--- src/rtl/branch_ctrl_pkg.sv ---
// ---------------------------------------------------------------------------
// branch_ctrl_pkg
// Shared types and constants for the branch resolution controller.
//   ctrl_state_t   : controller FSM states (RUN, FLUSH)
//   branch_entry_t : one in-flight predicted branch {pc, target, pred}
//   PC_STEP        : byte distance to the sequential (fall-through) PC
//   fallthrough_pc : PC of the instruction after a not-taken branch
// ---------------------------------------------------------------------------
package branch_ctrl_pkg;

    typedef enum logic [0:0] {
        RUN   = 1'b0,
        FLUSH = 1'b1
    } ctrl_state_t;

    typedef struct packed {
        logic [31:0] pc;
        logic [31:0] target;
        logic        pred;
    } branch_entry_t;

    localparam logic [31:0] PC_STEP = 32'd4;

    // Wraps naturally at 2^32, so a branch at the top of the address
    // space falls through to address 0.
    function automatic logic [31:0] fallthrough_pc(input logic [31:0] pc);
        return pc + PC_STEP;
    endfunction

endpackage

--- src/rtl/branch_queue.sv ---
// ---------------------------------------------------------------------------
// branch_queue
// Circular FIFO holding in-flight predicted branches in program order.
// Ports:
//   clk, reset  : rising-edge clock, synchronous active-high reset
//   push        : write push_entry at the tail
//   pop         : drop the head entry
//   clear       : empty the queue (wins over push and pop)
//   push_entry  : entry to be written
//   head_entry  : oldest entry (meaningful only when occupancy > 0)
//   occupancy   : number of entries held, 0..DEPTH
// The caller guarantees no push when full and no pop when empty.
// ---------------------------------------------------------------------------
module branch_queue
    import branch_ctrl_pkg::*;
#(
    parameter  int DEPTH = 4,
    localparam int PTR_W = $clog2(DEPTH),
    localparam int OCC_W = $clog2(DEPTH) + 1
) (
    input  logic              clk,
    input  logic              reset,
    input  logic              push,
    input  logic              pop,
    input  logic              clear,
    input  branch_entry_t     push_entry,
    output branch_entry_t     head_entry,
    output logic [OCC_W-1:0]  occupancy
);

    branch_entry_t    mem [DEPTH];
    logic [PTR_W-1:0] head_ptr;
    logic [PTR_W-1:0] tail_ptr;

    // DEPTH is a power of two, so pointer increments wrap for free.
    always_ff @(posedge clk) begin
        if (reset || clear) begin
            head_ptr  <= '0;
            tail_ptr  <= '0;
            occupancy <= '0;
        end else begin
            if (push) begin
                tail_ptr <= tail_ptr + PTR_W'(1);
            end
            if (pop) begin
                head_ptr <= head_ptr + PTR_W'(1);
            end
            case ({push, pop})
                2'b10:   occupancy <= occupancy + OCC_W'(1);
                2'b01:   occupancy <= occupancy - OCC_W'(1);
                default: occupancy <= occupancy;
            endcase
        end
    end

    // Storage needs no reset: entries are only read once counted valid.
    always_ff @(posedge clk) begin
        if (push && !clear && !reset) begin
            mem[tail_ptr] <= push_entry;
        end
    end

    assign head_entry = mem[head_ptr];

endmodule

--- src/rtl/branch_resolve_ctrl.sv ---
// ---------------------------------------------------------------------------
// branch_resolve_ctrl
// Tracks predicted conditional branches from decode, checks the oldest one
// against its execute-stage outcome, trains the predictor and orders a
// flush/redirect with a front-end stall on a mispredict.
// Ports:
//   clk, reset          : rising-edge clock, synchronous active-high reset
//   alloc_valid/ready   : decode hands over one predicted branch
//   alloc_pc/target/pred: branch PC, taken target, issued prediction
//   res_valid/res_taken : execute resolves the oldest in-flight branch
//   pred_update_*       : one-cycle training pulse per resolved branch
//   flush, redirect_pc  : one-cycle flush pulse and fetch redirect address
//   stall               : front-end hold during recovery
//   occupancy           : branches currently in flight
//   mispredict_count    : mispredicts since reset (wraps)
// ---------------------------------------------------------------------------
module branch_resolve_ctrl
    import branch_ctrl_pkg::*;
#(
    parameter  int DEPTH        = 4,
    parameter  int FLUSH_CYCLES = 2,
    localparam int OCC_W        = $clog2(DEPTH) + 1,
    localparam int CNT_W        = $clog2(FLUSH_CYCLES + 1)
) (
    input  logic              clk,
    input  logic              reset,
    input  logic              alloc_valid,
    output logic              alloc_ready,
    input  logic [31:0]       alloc_pc,
    input  logic [31:0]       alloc_target,
    input  logic              alloc_pred,
    input  logic              res_valid,
    input  logic              res_taken,
    output logic              pred_update_valid,
    output logic [31:0]       pred_update_pc,
    output logic              pred_update_taken,
    output logic              flush,
    output logic [31:0]       redirect_pc,
    output logic              stall,
    output logic [OCC_W-1:0]  occupancy,
    output logic [31:0]       mispredict_count
);

    ctrl_state_t      state;
    ctrl_state_t      state_next;
    logic [CNT_W-1:0] flush_cnt;
    logic [CNT_W-1:0] flush_cnt_next;
    logic             run_en;
    branch_entry_t    head_entry;
    branch_entry_t    push_entry;
    logic             alloc_fire;
    logic             resolve_fire;
    logic             mispredict;

    // Ready depends only on registers; run_en keeps it low while reset is
    // held and through the first cycle in which reset is sampled low.
    assign alloc_ready  = run_en && (state == RUN) && (occupancy < OCC_W'(DEPTH));
    assign alloc_fire   = alloc_valid && alloc_ready;
    assign resolve_fire = (state == RUN) && res_valid && (occupancy != '0);
    assign mispredict   = resolve_fire && (res_taken != head_entry.pred);
    assign stall        = (state == FLUSH);

    assign push_entry = '{pc: alloc_pc, target: alloc_target, pred: alloc_pred};

    // A mispredict clears the queue, which also drops a same-cycle alloc.
    branch_queue #(
        .DEPTH (DEPTH)
    ) u_queue (
        .clk        (clk),
        .reset      (reset),
        .push       (alloc_fire),
        .pop        (resolve_fire),
        .clear      (mispredict),
        .push_entry (push_entry),
        .head_entry (head_entry),
        .occupancy  (occupancy)
    );

    // FLUSH lasts FLUSH_CYCLES cycles counting the flush cycle itself, so
    // the counter is loaded with FLUSH_CYCLES-1 and leaves when it hits 0.
    always_comb begin
        state_next     = state;
        flush_cnt_next = flush_cnt;
        case (state)
            RUN: begin
                if (mispredict) begin
                    state_next     = FLUSH;
                    flush_cnt_next = CNT_W'(FLUSH_CYCLES - 1);
                end
            end
            FLUSH: begin
                if (flush_cnt == '0) begin
                    state_next = RUN;
                end else begin
                    flush_cnt_next = flush_cnt - CNT_W'(1);
                end
            end
            default: begin
                state_next     = RUN;
                flush_cnt_next = '0;
            end
        endcase
    end

    always_ff @(posedge clk) begin
        if (reset) begin
            state     <= RUN;
            flush_cnt <= '0;
            run_en    <= 1'b0;
        end else begin
            state     <= state_next;
            flush_cnt <= flush_cnt_next;
            run_en    <= 1'b1;
        end
    end

    // Training, flush and redirect are registered: they appear the cycle
    // after the resolve. PC/taken/redirect hold their last value when idle.
    always_ff @(posedge clk) begin
        if (reset) begin
            pred_update_valid <= 1'b0;
            pred_update_pc    <= '0;
            pred_update_taken <= 1'b0;
            flush             <= 1'b0;
            redirect_pc       <= '0;
            mispredict_count  <= '0;
        end else begin
            pred_update_valid <= resolve_fire;
            flush             <= mispredict;
            if (resolve_fire) begin
                pred_update_pc    <= head_entry.pc;
                pred_update_taken <= res_taken;
            end
            if (mispredict) begin
                redirect_pc      <= res_taken ? head_entry.target
                                              : fallthrough_pc(head_entry.pc);
                mispredict_count <= mispredict_count + 32'd1;
            end
        end
    end

endmodule

--- config.mk ---
export PLATFORM = sky130hd
export DESIGN_NAME = branch_resolve_ctrl
export DESIGN_NICKNAME = d
export VERILOG_FILES = /design/src/rtl/branch_ctrl_pkg.sv /design/src/rtl/branch_queue.sv /design/src/rtl/branch_resolve_ctrl.sv
export SDC_FILE = /design/constraint.sdc
export NUM_CORES = 1
export LEC_CHECK = 0
export CAP_MARGIN = 20
export CORE_MARGIN = 3
export CORE_UTILIZATION = 45
export CTS_CLUSTER_DIAMETER = 50
export CTS_CLUSTER_SIZE = 25
export DETAILED_ROUTE_END_ITERATION = 7
export PLACE_DENSITY = 0.69
export SLEW_MARGIN = 20
export SYNTH_ARGS = -nofsm -noshare
export SYNTH_HDL_FRONTEND = slang
export SYNTH_SLANG_ARGS = --single-unit
--- constraint.sdc ---
create_clock -name clk -period 3.65 [get_ports clk]
set_input_delay 0.5475 -clock clk [delete_from_list [all_inputs] [get_ports clk]]
set_output_delay 0.5475 -clock clk [all_outputs]
set_load 0.05 [all_outputs]
==> summary.txt <==
Outcome
  • Result of the run: finished clean

Cells and area
  • Area used by sequential logic in the layout: 10100 um2
  • Layout Utilization: 0.567
  • Area grow syn2layout: 23.1%
  • Multi-input combinational cell area: 4310 um2
  • Layout cell share with drive strength beyond 1: 0.140
  • Number of antenna diodes: 0
  • Post-layout net count: 1252
  • Filler-free cell count of the finished design: 1632
  • Fill cells: 2483

Clock network
  • Clock latency on the worst-skew pair: 0.56 ns
  • TritonCTS clock tree: done
  • Bufs on Longest Clock Path: 3
  • Clock Pin Slew Worst Setup and Hold Paths: 0.07 ns
  • CTS root buf: clkbuf_16
  • Maximum level of the CTS H-tree: 1
  • Hold_buf cts: 0
  • Post-CTS Resized: 0
  • Number of buffers created by CTS: 30
  • Post-CTS setup buffer count: 0
  • Num Clock Sinks: 372

Route
  • Wirelength per Cell: 21.5 um
  • Via count normalized by instance count: 5.68
  • Post-detailed-route DRC marker count: 0
  • Starting DRC count in detailed routing: 744
  • Detailed-route via count: 9269
  • Number of detailed-routing iterations run before antenna repair: 5
  • Number of antenna-violating nets in the routed design: 0
  • Routed wire length: 35100 um

Synthesis
  • Register bit count reported by yosys: 372
  • Number of instances in the synthesized netlist: 988
  • Ys async rst share: 0
  • Syn nets: 1067
  • Mean instance size in the synthesized netlist: 14.8 um2
  • Most used flip-flop cell after synthesis: edfxtp_1
  • Sequential cell area fraction in the yosys report: 0.686
  • Post-synth EDFFs: 260
  • Post-synth design cell area: 14700 um2
  • Count of different cell masters after synthesis: 59
  • Count of synthesis-stage warnings from yosys: 0

Pwr
  • Leakage: 5.65 nW
  • Worst-case vdd ir drop: 0.000366 V
  • Power per cell area: 609 nW/um2

Critical path
  • Worst Path Class, Setup: reg2reg
  • Kind of end point of the critical path: register
  • Slowest Stage Delay on Critical Path: 0.69 ns
  • Cell Chain, Critical Path: buf_4 -> mux4_1 -> nand4_4 -> or4_1 -> or4b_1 -> nand3_1
  • Data arrival time of the critical path: 3.50 ns
  • Critical Path Slowest Stage Cell: or4_1
  • Biggest fanout along the worst timing path: 17
  • Startpoint kind of the worst setup timing path: register
  • Required @ worst endpoint: 4.16 ns

Timing
  • Max Slew Vio Count: 0
  • Setup repair after global routing missed its margin: false
  • Achievable frequency: 334 MHz
  • Pin slew with the least headroom to its limit: 0.881 ns
  • Slew HR: 0.412
  • Total Neg Setup Slack: 0 ns
  • Setup-violating endpoint count in the final report: 0
  • Post-Route Skew: 0.0259 ns
  • Final period util: 0.819
  • Clock period minus worst slack: 2.99 ns
  • Final hold violation count: 0
  • Worst hold slack across all endpoints: 0.396 ns

Floorplan
  • Die Area: 34800 um2
  • Die W: 186 um
  • Cell row count: 65
  • Chip height: 186 um
  • Core outline area: 31800 um2
  • Ports: 174
  • Starting Density: 0.461

Placement
  • Global placement routability congestion: 0.878
  • Total placed cells including tap cells: 1576
  • IO buf count: 173
  • Post-detail-place hpwl: 23600 um

Min path
  • Path category of the worst min-delay check: in2reg

Flow run
  • Max_cap viols: 0

Global route
  • Wire length of the first global-routing pass: 53600 um
  • Largest net degree at the start of global routing: 81
  • Residual overflow from global routing: 0
  • Via count of the first global-routing pass: 8959
  • Initial antenna violation count: 0
  • Overall routing resource usage: 0.196
-- metrics by stage --
step                worst slack (ns)  cell area, um2  total power [mW]
detailed placement             0.683           17000              7.79
finish                         0.660           18000              11.0
CTS                            0.651           18000              11.1
floorplan                     0.0886           14700              6.86
global placement               0.701           17000              7.76
global route                   0.485           18000              11.4
-- final cells by class --
class / instances / share of cell area
flip-flops and latches: 372 / 0.557
inverters: 22 / 0.00458
clock buffers: 35 / 0.0444
repair buffers: 204 / 0.113
well taps: 435 / 0.0302
multi-input cells: 543 / 0.239
clock inverters: 21 / 0.0117
-- flip-flops by register name (all words and copies together), names as in the netlist, named ones only --
| signal | cells |
|---|---|
| pred_update_taken | 1 |
| stall | 1 |
| flush | 1 |
| flush_cnt | 2 |
| run_en | 1 |
| pred_update_pc | 32 |
| u_queue.mem | 260 |
| pred_update_valid | 1 |
| u_queue.tail_ptr | 2 |
| u_queue.head_ptr | 2 |
| mispredict_count | 32 |
| redirect_pc | 32 |
| u_queue.occupancy | 3 |
-- per-layer routing --
layer,wire [um],GRT usage,vias to the layer above
li1,-,-,4211
met3,2370,0.0333,45
met1,15300,0.281,4649
met4,654,0.0433,0
met5,0,0,-
met2,16700,0.319,364
-- kinds of logic after synthesis --
kind of cell / synth area share
flip-flops: 0.686
multiplexers: 0.102
AO/OA/AOI/OAI: 0.0618
XOR/XNOR: 0.0172
buffers and inverters: 0.0219
AND/OR/NAND/NOR: 0.103
adder cells (fa/ha/maj): 0.00819
-- synthesized netlist by cell type, types with 3 or more instances --
cell type | instances | area (um2)
or2_2 | 3 | 18.8
nor2_1 | 41 | 154
o31ai_1 | 8 | 60.1
mux4_2 | 60 | 1350
and4_1 | 7 | 61.3
a21oi_1 | 59 | 295
a22oi_1 | 18 | 135
a211oi_1 | 4 | 30.0
a31oi_1 | 5 | 31.3
nand4_2 | 4 | 50.1
xnor2_1 | 20 | 175
xor2_1 | 7 | 61.3
clkbuf_1 | 38 | 143
inv_1 | 21 | 78.8
and2_1 | 5 | 31.3
nor4_1 | 11 | 68.8
mux4_1 | 5 | 131
nand4_1 | 17 | 106
o21a_1 | 4 | 30.0
nand3_1 | 36 | 180
edfxtp_1 | 260 | 7810
dfxtp_1 | 112 | 2240
o211ai_1 | 7 | 52.6
o311ai_0 | 6 | 52.6
nand2_1 | 105 | 394
ha_1 | 8 | 100
o21ai_0 | 22 | 110
nand4b_1 | 7 | 61.3
or3_1 | 11 | 68.8
buf_2 | 7 | 35.0
or4_1 | 10 | 75.1
nor3_1 | 21 | 105
and3_1 | 7 | 43.8
-- worst paths after layout --
| kind | startpoint | slack [ns] | endpoint | cells past startpoint |
|---|---|---|---|---|
| worst max-delay path | register | 0.66 | redirect_pc[31]$_SDFFE_PP0P_ | 6 |
| worst min-delay path | reset | 0.40 | run_en$_DFF_P_ | 2 |
| worst max register to register | register | 0.66 | redirect_pc[31]$_SDFFE_PP0P_ | 6 |
| worst min register to register | pred_update_pc[21]$_SDFFE_PP0P_ | 0.46 | pred_update_pc[21]$_SDFFE_PP0P_ | 2 |
-- critical path: cells and delay by family (launching register included) --
| kind | cells | cell delay, ns |
|---|---|---|
| simple gates | 4 | 1.57 |
| mux | 1 | 0.38 |
| buf+inv | 1 | 0.35 |
| flops | 1 | 0.63 |
-- where the power goes --
part / switching, mW / total, mW / internal, mW
sequential: 0.233 / 5.01 / 4.77
combinational: 1.66 / 2.68 / 1.02
clock: 1.54 / 3.30 / 1.76
total: 3.43 / 11.0 / 7.55
-- cells in the final DEF (no fill, tap or decap), types with 25 or more instances in the layout --
master | synthesis | layout
a21oi_1 | 59 | 58
buf_4 | 2 | 25
clkbuf_16 | 0 | 31
clkdlybuf4s50_1 | 0 | 172
dfxtp_1 | 112 | 110
edfxtp_1 | 260 | 260
mux4_2 | 60 | 60
nand2_1 | 105 | 104
nand3_1 | 36 | 36
nor2_1 | 41 | 41
No activity file was read; power rests on OpenSTA's default activity.
